`config.mk`:
```
export PLATFORM = sky130hd
export DESIGN_NAME = fp_recip_round_pack
export DESIGN_NICKNAME = d
export VERILOG_FILES = /design/src/rtl/fp_recip_round_pack.sv
export SDC_FILE = /design/constraint.sdc
export NUM_CORES = 1
export LEC_CHECK = 0
export CAP_MARGIN = 40
export CORE_MARGIN = 5
export CORE_UTILIZATION = 54
export CTS_BUF_LIST = sky130_fd_sc_hd__clkbuf_4 sky130_fd_sc_hd__clkbuf_8 sky130_fd_sc_hd__clkbuf_16
export DETAILED_ROUTE_END_ITERATION = 8
export PLACE_DENSITY = 0.86
export SYNTH_ARGS = -nofsm -noshare
export SYNTH_HDL_FRONTEND = slang
export SYNTH_SLANG_ARGS = --single-unit
```
`constraint.sdc`:
```
create_clock -name clk -period 7.54 [get_ports clk]
set_input_delay 1.508 -clock clk [delete_from_list [all_inputs] [get_ports clk]]
set_output_delay 1.508 -clock clk [all_outputs]
set_load 0.02 [all_outputs]
```
`src/rtl/fp_recip_round_pack.sv`:
```
// fp_recip_round_pack
//   Final rounding, exponent-range check and IEEE-754 binary32 packing for the
//   single-precision reciprocal datapath. The upstream mantissa pipeline cannot
//   stall, so results land in a small first-word-fall-through output FIFO.
//
//   Pipeline:
//     stage A : rounding increment, mantissa carry into the exponent
//     stage B : special / underflow / overflow / normal selection and packing
//     FIFO    : DEPTH entries, valid/ready head, sticky overrun on a dropped result
//
//   Build option (macro FP_RECIP_OUT_FIFO_EN):
//     defined     -> FIFO + handshake, 3-cycle latency
//     not defined -> out/flags/out_valid straight from stage B, 2-cycle latency;
//                    out_ready ignored, fifo_free = DEPTH, fifo_overrun = 0
//
//   Ports:
//     clk, rst_n                      clock, synchronous active-low reset
//     valid_in                        input bundle valid (no backpressure)
//     mant_in[22:0]                   fraction, implicit leading 1
//     guard_in, round_in, sticky_in   bits below mant_in[0]
//     exp_in[9:0]                     signed biased result exponent
//     sign_in                         result sign
//     rounding_mode[2:0]              000 RNE, 001 RTZ, 010 RDN, 011 RUP, 100 RMM, else RNE
//     special_case, special_result    bypass path with precomputed result
//     input_is_invalid                operand was sNaN
//     input_is_flushed                operand was a flushed denormal (informational only)
//     out[31:0], overflow, underflow, inexact, invalid_operation   FIFO head
//     out_valid, out_ready            head handshake
//     fifo_free                       empty FIFO entries
//     fifo_overrun                    sticky: a result was dropped
module fp_recip_round_pack #(
    parameter int DEPTH = 4
) (
    input  logic                     clk,
    input  logic                     rst_n,
    input  logic                     valid_in,
    input  logic [22:0]              mant_in,
    input  logic                     guard_in,
    input  logic                     round_in,
    input  logic                     sticky_in,
    input  logic [9:0]               exp_in,
    input  logic                     sign_in,
    input  logic [2:0]               rounding_mode,
    input  logic                     special_case,
    input  logic [31:0]              special_result,
    input  logic                     input_is_invalid,
    input  logic                     input_is_flushed,
    output logic [31:0]              out,
    output logic                     overflow,
    output logic                     underflow,
    output logic                     inexact,
    output logic                     invalid_operation,
    output logic                     out_valid,
    input  logic                     out_ready,
    output logic [$clog2(DEPTH):0]   fifo_free,
    output logic                     fifo_overrun
);

    localparam int AW = $clog2(DEPTH);
    localparam int CW = AW + 1;

    localparam logic [2:0] MODE_RTZ = 3'b001;
    localparam logic [2:0] MODE_RDN = 3'b010;
    localparam logic [2:0] MODE_RUP = 3'b011;
    localparam logic [2:0] MODE_RMM = 3'b100;

    localparam logic [30:0] MAG_INF = 31'h7F80_0000;
    localparam logic [30:0] MAG_MAX = 31'h7F7F_FFFF;

    typedef struct packed {
        logic [31:0] res;
        logic        ovf;
        logic        unf;
        logic        inx;
        logic        inv;
    } res_t;

    // The flushed-operand indication carries no behaviour at this stage; the
    // upstream special-case logic already accounts for it.
    logic unused_flushed;
    assign unused_flushed = input_is_flushed;

    // vld_pipe[0] = stage A valid, vld_pipe[1] = stage B valid
    logic [1:0] vld_pipe;

    // ------------------------------------------------------------------
    // Stage A: rounding increment
    // ------------------------------------------------------------------
    logic        grs_nz;
    logic        inc;
    logic [23:0] mant_sum;
    logic [10:0] exp_rnd;

    assign grs_nz = guard_in | round_in | sticky_in;

    always_comb begin
        inc = 1'b0;
        case (rounding_mode)
            MODE_RTZ: inc = 1'b0;
            MODE_RDN: inc = sign_in & grs_nz;
            MODE_RUP: inc = ~sign_in & grs_nz;
            MODE_RMM: inc = guard_in;
            default:  inc = guard_in & (round_in | sticky_in | mant_in[0]);
        endcase
    end

    // A carry out of the fraction leaves mant_sum[22:0] = 0, which is exactly
    // the renormalised fraction 1.0 at the next exponent. The exponent is
    // widened by one bit so +carry can never wrap a large positive value.
    assign mant_sum = {1'b0, mant_in} + {23'b0, inc};
    assign exp_rnd  = {exp_in[9], exp_in} + {10'b0, mant_sum[23]};

    logic [22:0] a_m;
    logic [10:0] a_e;
    logic        a_sign;
    logic        a_inexact;
    logic [2:0]  a_mode;
    logic        a_special;
    logic [31:0] a_special_result;
    logic        a_invalid;

    always_ff @(posedge clk) begin
        if (!rst_n) begin
            vld_pipe <= '0;
        end else begin
            vld_pipe <= {vld_pipe[0], valid_in};
        end
    end

    always_ff @(posedge clk) begin
        if (!rst_n) begin
            a_m              <= '0;
            a_e              <= '0;
            a_sign           <= 1'b0;
            a_inexact        <= 1'b0;
            a_mode           <= '0;
            a_special        <= 1'b0;
            a_special_result <= '0;
            a_invalid        <= 1'b0;
        end else if (valid_in) begin
            a_m              <= mant_sum[22:0];
            a_e              <= exp_rnd;
            a_sign           <= sign_in;
            a_inexact        <= grs_nz;
            a_mode           <= rounding_mode;
            a_special        <= special_case;
            a_special_result <= special_result;
            a_invalid        <= input_is_invalid;
        end
    end

    // ------------------------------------------------------------------
    // Stage B: range check and packing
    // ------------------------------------------------------------------
    logic e_le0;
    logic e_ge255;
    res_t b_d;
    res_t b_q;

    assign e_le0   = a_e[10] | (a_e == '0);
    assign e_ge255 = ~a_e[10] & (a_e >= 11'd255);

    always_comb begin
        b_d = '0;
        if (a_special) begin
            b_d.res = a_special_result;
            b_d.inv = a_invalid;
        end else if (e_le0) begin
            b_d.res = {a_sign, 31'b0};
            b_d.unf = 1'b1;
            b_d.inx = 1'b1;
        end else if (e_ge255) begin
            b_d.ovf = 1'b1;
            b_d.inx = 1'b1;
            // Directed modes saturate to max-finite on the side they round away from
            case (a_mode)
                MODE_RTZ: b_d.res = {a_sign, MAG_MAX};
                MODE_RDN: b_d.res = a_sign ? {1'b1, MAG_INF} : {1'b0, MAG_MAX};
                MODE_RUP: b_d.res = a_sign ? {1'b1, MAG_MAX} : {1'b0, MAG_INF};
                default:  b_d.res = {a_sign, MAG_INF};
            endcase
        end else begin
            b_d.res = {a_sign, a_e[7:0], a_m};
            b_d.inx = a_inexact;
        end
    end

    always_ff @(posedge clk) begin
        if (!rst_n) begin
            b_q <= '0;
        end else if (vld_pipe[0]) begin
            b_q <= b_d;
        end
    end

`ifdef FP_RECIP_OUT_FIFO_EN
    // ------------------------------------------------------------------
    // Output FIFO (first-word-fall-through, no empty bypass)
    // ------------------------------------------------------------------
    res_t          mem [DEPTH];
    logic [AW-1:0] wr_ptr;
    logic [AW-1:0] rd_ptr;
    logic [CW-1:0] count;
    logic          full;
    logic          empty;
    logic          push;
    logic          pop;
    logic          wr_en;
    res_t          head;

    assign full  = (count == CW'(DEPTH));
    assign empty = (count == '0);
    assign push  = vld_pipe[1];
    assign pop   = ~empty & out_ready;
    // When full, a same-cycle pop frees the slot the write lands in; the
    // read of that slot happens combinationally before the edge.
    assign wr_en = push & (~full | pop);

    always_ff @(posedge clk) begin
        if (rst_n && wr_en) begin
            mem[wr_ptr] <= b_q;
        end
    end

    always_ff @(posedge clk) begin
        if (!rst_n) begin
            wr_ptr       <= '0;
            rd_ptr       <= '0;
            count        <= '0;
            fifo_overrun <= 1'b0;
        end else begin
            if (wr_en) wr_ptr <= wr_ptr + 1'b1;
            if (pop)   rd_ptr <= rd_ptr + 1'b1;
            count        <= count + CW'(wr_en) - CW'(pop);
            fifo_overrun <= fifo_overrun | (push & full & ~pop);
        end
    end

    // Head is masked while empty so the idle outputs read as zero without
    // needing to clear the storage array.
    assign head              = empty ? '0 : mem[rd_ptr];
    assign out               = head.res;
    assign overflow          = head.ovf;
    assign underflow         = head.unf;
    assign inexact           = head.inx;
    assign invalid_operation = head.inv;
    assign out_valid         = ~empty;
    assign fifo_free         = CW'(DEPTH) - count;
`else
    logic unused_ready;
    assign unused_ready = out_ready;

    assign out               = b_q.res;
    assign overflow          = b_q.ovf;
    assign underflow         = b_q.unf;
    assign inexact           = b_q.inx;
    assign invalid_operation = b_q.inv;
    assign out_valid         = vld_pipe[1];
    assign fifo_free         = CW'(DEPTH);
    assign fifo_overrun      = 1'b0;
`endif

endmodule

```
After elaboration in Yosys (flattened, before gate mapping)
Index checks and enable logic that the tools add are counted.

storage, ports and cells
  register bits after elaboration = 111
  bits of input ports = 79
  output and inout bits = 41
  word-level logic and storage cells = 50

operators by class
  add/sub/neg operators = 2
  $lt $le $gt $ge = 1
  eq/ne operators = 7
  muxes and demuxes = 14
  bitwise gates (word level) = 11
  reduce and logical (&&, ||, !) cells = 1

operators by type and width
  operator               count
  $mux W32               5
  $pmux W32 S3           1
  $add A23 B1 Y24        1
  $eq A3 B2 Y1 const B   4
  $add A10 B2 Y11        1
  $ge A11 B8 Y1 const B  1
  $logic_not A11 Y1      1
  $eq A3 B1 Y1 const B   2
  $mux W1                6
  $or A1 B1 Y1           5
  $and A1 B1 Y1          4
  $pmux W1 S4            1
  $eq A3 B3 Y1 const B   1
  $mux W3                1
  $not A1 Y1             2

Depth between registers and ports, before layout
Gate-level depths: netlist of run 1.

  depth in word-level cells = 6
  mapped depth = 13
  depth with buffers taken out = 13

Least setup slack after synthesis of run 1
OpenSTA, ideal clock, no wires.

  path kind = input-to-reg
  start point = input rounding_mode[0]
  end point = register a_e[4]
  library setup time = 86 ps
  arrival = 3838 ps
  data required time = 7454 ps
  path slack = 3617 ps
  stages = 13
  cell sequence = xnor2_1 > nor3b_1 > a21oi_1 > nor2_1 > ha_1 > nand3_1 > or4_4 > nor3_1 > ha_1 > ha_1 > nand3_1 > xor2_1 > a211oi_1

between the ends
  word-level cells in the longest chain between the ends = 4
  elaborated cells between the ends (all ways) = 7
  those cells by class = add/sub (2); eq/ne (4); mux (1)

ends and longest elaborated chain
  item                                        line  text
  from (decl)                                 43    input logic [2:0] rounding_mode,
  $eq A3 B3 Y1, or another cell as far along  98    case (rounding_mode)
  $pmux W1 S4 *                               98
  $add A23 B1 Y24 *                           110   assign mant_sum = {1'b0, mant_in} + {23'b0, inc};
  $add A10 B2 Y11 *                           111   assign exp_rnd = {exp_in[9], exp_in} + {10'b0, mant_sum[23]};
  to (signal assigned)                        142   a_e <= exp_rnd;
  to (decl)                                   114   logic [10:0] a_e;

Every way passes the cells marked *; elsewhere a longest branch is shown, timed or not.
A chain may end at the register's enable or synchronous reset.

Worst setup path in the final report of run 1
Same ends and word-level chain as after synthesis.

==> results by group, run 1 <==
Floorplanning
  – Ports: 120
  – Die area: 11200 um2
  – FP Rows: 35
  – Die Y-Extent: 106 um
  – Initial Util: 0.547
  – Core ar.: 9110 um2
  – Die width: 106 um

Timing
  – Final period util: 0.612
  – Final count of pins violating max slew: 0
  – Tmin final: 4610 ps
  – Max-Slew Margin vs Limit: 0.418
  – Final number of setup-violating endpoints: 0
  – Total negative setup slack: 0 ps
  – Hold Fails Final Rpt: 0
  – Setup Skew: 9.91 ps
  – F_max: 217 MHz
  – Worst-Margin Slew: 865 ps
  – RSZ-0062 raised after global routing: false

Yosys
  – Post-synth EDFFs: 0
  – Post-synthesis async set-or-reset flop share: 0
  – Syn avg cell area: 8.92 um2
  – Top FF cell, synth: dfxtp_1
  – Cells after Synth: 559
  – Seq cells post-synth: 111
  – Synth Warn #: 0
  – Register area share after synthesis: 0.446
  – Netlist Area Pre-Place: 4980 um2
  – Number of distinct library cells after synthesis: 42

Global route
  – Grt total ovfl: 0
  – Vias in the first global route: 4455
  – First-pass GRT wire length: 21.0 mm
  – Initial antenna violation count: 0
  – Largest net degree at the start of global routing: 95
  – All-Layer GR Usage: 0.227

Drt
  – Initial DRC count: 211
  – Routed vias: 4468
  – Post-route ant nets: 0
  – Post-route DRC: 0
  – Avg Vias per Cell: 5.89
  – DR pass1 iterations: 5
  – WL/cell: 16.7 um
  – DRT Wirelength: 12.7 mm

Clock network
  – H-tree depth: 3
  – Worst-case clock buffer depth: 2
  – Worst-path clk slew: 100 ps
  – Clock tree from TritonCTS: built
  – Cts repair resizes: 0
  – CTS buffer count: 9
  – Root Driver: clkbuf_8
  – Hold Buf Count CTS: 0
  – Setup bufs post-CTS: 0
  – Skew-Pair Late Insertion Delay: 370 ps
  – Clk sinks: 111

Critical path
  – Crit Reg-Reg Startpoint: a_e[10]$_SDFFE_PN0P_
  – Worst Path Max Fanout: 5
  – CP endpoint kind: flip-flop
  – Critical Path RT: 7830 ps
  – CP startpoint: rounding_mode[0]
  – Setup CP Type: in -> reg
  – Startpoint Class: primary input
  – CP arrival: 4910 ps

Power
  – Register share of total power: 0.539
  – Clock share of power: 0.267
  – Logic pwr share: 0.195
  – Static leakage: 2.29 nW
  – VDD IR max: 110 uV
  – Net Sw Frac: 0.286
  – Net switching power: 0.344 mW
  – Internal power: 0.860 mW
  – P per Cell Area: 191 nW/um2
  – Power Total: 1.20 mW

Final layout
  – P&R area growth vs syn: 26.3%
  – Multi-input gate area: 2560 um2
  – Fraction of layout instances using a drive strength above 1: 0.0525
  – FF+latch area: 2220 um2
  – Antenna Cells: 0
  – Filler cell count: 729
  – Layout Nets: 727

Place
  – RePlAce Congestion: 0.857
  – I/O Buffers: 113
  – HPWL Detailed: 8.82 mm

Run status
  – Status: finished, final reports clean

Min path
  – HP Class: reg -> reg
  – Min-delay src: underflow$_SDFFE_PN0P_

Flow run
  – Maxcap violations: 0
==> state kept, by name, summed over array words and instances, names as in the netlist <==
register,count
out,32
a_m,23
a_inexact,1
inexact,1
vld_pipe,2
a_mode,3
a_sign,1
a_invalid,1
overflow,1
underflow,1
a_special,1
invalid_operation,1
a_special_result,32
a_e,11
==> synth_stat cells, drive strengths merged, types with 4 or more instances <==
master	count	area, um2
xor2	18	158
nor3	5	41.3
xnor2	13	114
o221ai	23	201
nand2b	5	31.3
a31oi	31	194
mux2i	43	430
nor2	66	248
o21ai	36	184
nand3b	25	188
a211oi	12	90.1
nor4	4	25.0
nand2	40	150
buf	16	85.1
and3	5	31.3
nand4	8	56.3
ha	4	50.1
nand3	17	85.1
dfxtp	111	2220
a21oi	23	115
clkbuf	32	120
==> worst paths after layout <==
path	cells after the start	to	slack, ps
worst min register to register	2	underflow$_SDFFE_PN0P_	480
worst max-delay path	14	a_e[4]$_SDFFE_PN0P_	2930
worst max register to register	6	out[18]$_SDFFE_PN0P_	5510
worst min-delay path	2	underflow$_SDFFE_PN0P_	480
==> kinds of logic after synthesis <==
| logic type | share of synthesized area |
|---|---|
| simple gates | 0.194 |
| compound gates | 0.164 |
| fa+ha+maj | 0.0121 |
| xor+xnor | 0.0545 |
| mux | 0.0864 |
| buf+inv | 0.0419 |
| other cells | 0.00151 |
| flops | 0.446 |
==> cell type report <==
class,instances,area share
well taps,111,0.0221
inverters,1,0.000597
flip-flops and latches,111,0.353
clock buffers,10,0.0209
clock inverters,5,0.00577
repair buffers,120,0.190
multi-input cells,401,0.407
==> worst max-delay path, stage by stage <==
cell and delay, ps:
clkdlybuf4s50_1 460, xnor2_1 150, nor3b_1 180, a21oi_1 60, nor2_1 90, ha_1 240, nand3_1 190, or4_4 600
nor3_1 340, ha_1 350, ha_1 270, nand3_1 110, xor2_1 150, a211oi_1 210
==> metal layers <==
metal,part of all wire,global-route usage,vias to the layer above
met1,0.42,0.278,2107
met2,0.49,0.389,157
met5,0,0,-
met4,0.031,0.0981,0
li1,-,-,2172
met3,0.059,0.0449,32
==> cells in the final DEF, fill, tap and decap left out, types with 2 or more instances in the layout <==
master           synthesis  final
mux2i_1                 43     43
and3_1                   5      5
a21oi_1                 23     23
and4_1                   3      3
conb_1                   2      4
nand3_1                 17     17
a211oi_1                12     12
nor2_1                  66     66
buf_4                    4      6
o21ai_0                 35     35
ha_1                     4      4
nand2_1                 40     40
nand2b_1                 5      5
xor2_1                  18     18
o221ai_1                23     23
clkbuf_8                 0      9
dfxtp_1                111    110
nor3_1                   3      3
nand3b_1                25     25
nor4_1                   4      4
a31oi_1                 31     31
clkinvlp_4               0      3
and2_1                   2      2
nor3b_1                  3      3
clkdlybuf4s50_1          0    111
xnor2_1                 13     13
nand4_1                  7      7
==> through the flow <==
stage	util	setup slack (ps)	hold slack, ps	instances	area (um2)
2_1_floorplan	-	3620	451	561	4990
3_3_place_gp	0.669	2600	457	742	6090
3_5_place_dp	0.672	2580	460	744	6120
4_1_cts	0.691	2950	475	759	6290
5_1_grt	0.691	2700	501	759	6290
6_report	0.691	2930	479	759	6290
==> power groups by stage <==
stage	combinational, mW	clock (mW)	sequential (mW)
detailed placement	0.233	0	0.662
finish	0.235	0.321	0.648
CTS	0.235	0.326	0.648
global route	0.255	0.348	0.653
global placement	0.223	0	0.660
floorplan	0.116	0	0.672
No activity file was read; power rests on OpenSTA's default activity.
==> inputs of run 2 (changes only) <==
--- a/config.mk
+++ b/config.mk
@@ -7,10 +7,10 @@
 export LEC_CHECK = 0
 export CAP_MARGIN = 40
 export CORE_MARGIN = 5
-export CORE_UTILIZATION = 54
+export CORE_UTILIZATION = 45
 export CTS_BUF_LIST = sky130_fd_sc_hd__clkbuf_4 sky130_fd_sc_hd__clkbuf_8 sky130_fd_sc_hd__clkbuf_16
 export DETAILED_ROUTE_END_ITERATION = 8
-export PLACE_DENSITY = 0.86
+export PLACE_DENSITY = 0.76
 export SYNTH_ARGS = -nofsm -noshare
 export SYNTH_HDL_FRONTEND = slang
 export SYNTH_SLANG_ARGS = --single-unit
==> constraint.sdc (replaced) <==
create_clock -name clk -period 4.2 [get_ports clk]
set_input_delay 0.84 -clock clk [delete_from_list [all_inputs] [get_ports clk]]
set_output_delay 0.84 -clock clk [all_outputs]
set_load 0.02 [all_outputs]
==> run 2 against run 1 <==
Against the previous run:
- combinational power up 75%
- critical path depth unchanged
- sequential cell count unchanged
- largest power group unchanged
- non-clock buffer count up 3
- global-route usage down 4.1 points
- critical endpoint unchanged
- worst setup slack worse by 2400 ps
- design area up 1.3%
==> results by group, run 2 (same netlist as run 1, synthesis figures left out) <==
Min path
  – Hold Path End: underflow$_SDFFE_PN0P_
  – Min-delay src: underflow$_SDFFE_PN0P_
  – HP Class: reg -> reg
  – Cells on Worst Hold Path: 2

Clock network
  – Setup bufs post-CTS: 0
  – Cts repair resizes: 0
  – H-tree depth: 3
  – Clock tree from TritonCTS: built
  – Clk sinks: 111
  – CTS buffer count: 9
  – Root Driver: clkbuf_8
  – Worst-case clock buffer depth: 2
  – Hold Buf Count CTS: 0
  – Skew-Pair Late Insertion Delay: 370 ps
  – Worst-path clk slew: 100 ps

Drt
  – Avg Vias per Cell: 5.49
  – Routed vias: 4341
  – DRT Wirelength: 12.6 mm
  – Post-route DRC: 0
  – Initial DRC count: 258
  – Post-route ant nets: 0
  – DR pass1 iterations: 4
  – WL/cell: 15.9 um

Critical path
  – CP endpoint kind: flip-flop
  – Worst path bufs/invs: 1
  – Startpoint Class: primary input
  – CP arrival: 3950 ps
  – Worst path top cell family by delay: simple AND/OR/NAND/NOR gates
  – Reg2Reg Setup Slack: 1990 ps
  – Most used cell, CP: ha_1
  – Worst path slowest cell: or4_4
  – CP max stage delay: 570 ps
  – CP Cell Sequence: clkdlybuf4s50_1, xnor2_1, nor3b_1, a21oi_1, nor2_1, ha_1, nand3_1, or4_4, nor3_1, ha_1, ha_1, nand3_1, xor2_1, a211oi_1
  – Critical Path RT: 4500 ps
  – Crit Reg-Reg Startpoint: a_e[10]$_SDFFE_PN0P_
  – Setup CP Type: in -> reg
  – Worst Path Max Fanout: 4
  – Reg-to-Reg End: out[19]$_SDFFE_PN0P_
  – Reg2reg path depth: 6

Floorplanning
  – Core ar.: 10800 um2
  – Die width: 115 um
  – Ports: 120
  – Die area: 13300 um2
  – Die Y-Extent: 115 um
  – Initial Util: 0.460
  – FP Rows: 38

Timing
  – F_max: 274 MHz
  – Worst-Margin Slew: 810 ps
  – Hold Fails Final Rpt: 0
  – Final period util: 0.870
  – Max-Slew Margin vs Limit: 0.460
  – Final number of setup-violating endpoints: 0
  – Final count of pins violating max slew: 0
  – RSZ-0062 raised after global routing: false
  – Final setup margin: 546 ps
  – Setup Skew: 9.06 ps
  – Total negative setup slack: 0 ps
  – Tmin final: 3650 ps

Place
  – HPWL Detailed: 9.16 mm
  – I/O Buffers: 113
  – RePlAce Congestion: 0.821
  – Dpl ws: 77.8 ps

Final layout
  – Most frequent cells in the layout: clkdlybuf4s50_1 (111), dfxtp_1 (110), nor2_1 (66)
  – Multi-input gate area: 2560 um2
  – Antenna Cells: 0
  – FF+latch area: 2220 um2
  – Layout Nets: 730
  – Filler cell count: 940
  – P&R area growth vs syn: 27.9%
  – Fraction of layout instances using a drive strength above 1: 0.0568
  – Most common cell after layout, fill and taps aside: clkdlybuf4s50_1

Global route
  – GR Util met1: 0.227
  – Largest net degree at the start of global routing: 70
  – Met2 Usage GRT: 0.331
  – Initial antenna violation count: 0
  – All-Layer GR Usage: 0.186
  – GR peak layer: met2
  – Grt total ovfl: 0
  – First-pass GRT wire length: 19.9 mm
  – Vias in the first global route: 4141
  – Met3 Usage GRT: 0.0337

Flow run
  – Maxcap violations: 0

Power
  – Power Total: 2.21 mW
  – Register share of total power: 0.529
  – P per Cell Area: 347 nW/um2
  – Clock share of power: 0.285
  – Static leakage: 2.33 nW
  – Internal power: 1.60 mW
  – Logic pwr share: 0.186
  – Net switching power: 0.608 mW
  – Net Sw Frac: 0.275
  – VDD IR max: 174 uV

Run status
  – Status: finished, final reports clean
## run 2: worst max-delay path by stage
stage | from | to | depth (start not counted)
final | rounding_mode[0] | a_e[4]$_SDFFE_PN0P_ | 14
after global placement | rounding_mode[0] | a_e[4]$_SDFFE_PN0P_ | 14
after floorplan | rounding_mode[0] | a_e[4]$_SDFFE_PN0P_ | 13
after CTS | rounding_mode[0] | a_e[4]$_SDFFE_PN0P_ | 14
after detailed placement | rounding_mode[0] | a_e[4]$_SDFFE_PN0P_ | 14
after global routing | rounding_mode[0] | a_e[8]$_SDFFE_PN0P_ | 14
## run 2: power by group through the flow
stage	clock (mW)	combinational (mW)	sequential, mW
floorplan	0	0.208	1.21
global placement	0	0.395	1.19
detailed placement	0	0.412	1.20
CTS	0.640	0.414	1.17
global route	0.681	0.446	1.18
finish	0.630	0.412	1.17
## run 2: metal layers
metal | wire [um] | share of wire
met1 | 5490 | 0.44
met2 | 6280 | 0.50
met3 | 674 | 0.053
met5 | 0 | 0
met4 | 158 | 0.013
## run 2: area by class of cell
| type | instances | share of cell area |
|---|---|---|
| Clock inverter | 5 | 0.00942 |
| Clock buffer | 10 | 0.0206 |
| Sequential cell | 111 | 0.349 |
| Multi-Input combinational cell | 401 | 0.402 |
| Tap cell | 140 | 0.0275 |
| Timing Repair Buffer | 123 | 0.191 |
| Inverter | 1 | 0.000589 |
## run 2: tightest hold or removal path: cells and delay by family, from the launching register on
family	cells	cell delay, ps
flops	1	320
simple gates	1	60
compound gates	1	50
## run 2: metrics by stage
| stage | hold WS (ps) | util | std cells | area, um2 |
|---|---|---|---|---|
| final | 477 | 0.588 | 791 | 6370 |
| after global routing | 508 | 0.588 | 791 | 6370 |
| after CTS | 483 | 0.588 | 791 | 6370 |
| after detailed placement | 468 | 0.570 | 776 | 6180 |
| after global placement | 458 | 0.567 | 774 | 6150 |
| after floorplan | 451 | - | 561 | 4990 |
==> inputs of run 3 (changes only) <==
--- a/config.mk
+++ b/config.mk
@@ -5,6 +5,7 @@
 export SDC_FILE = /design/constraint.sdc
 export NUM_CORES = 1
 export LEC_CHECK = 0
+export ABC_CLOCK_PERIOD_IN_PS = 4200
 export CAP_MARGIN = 40
 export CORE_MARGIN = 5
 export CORE_UTILIZATION = 45
==> results of run 3 <==
The final DEF is identical to that of run 2; final timing and power are the same.
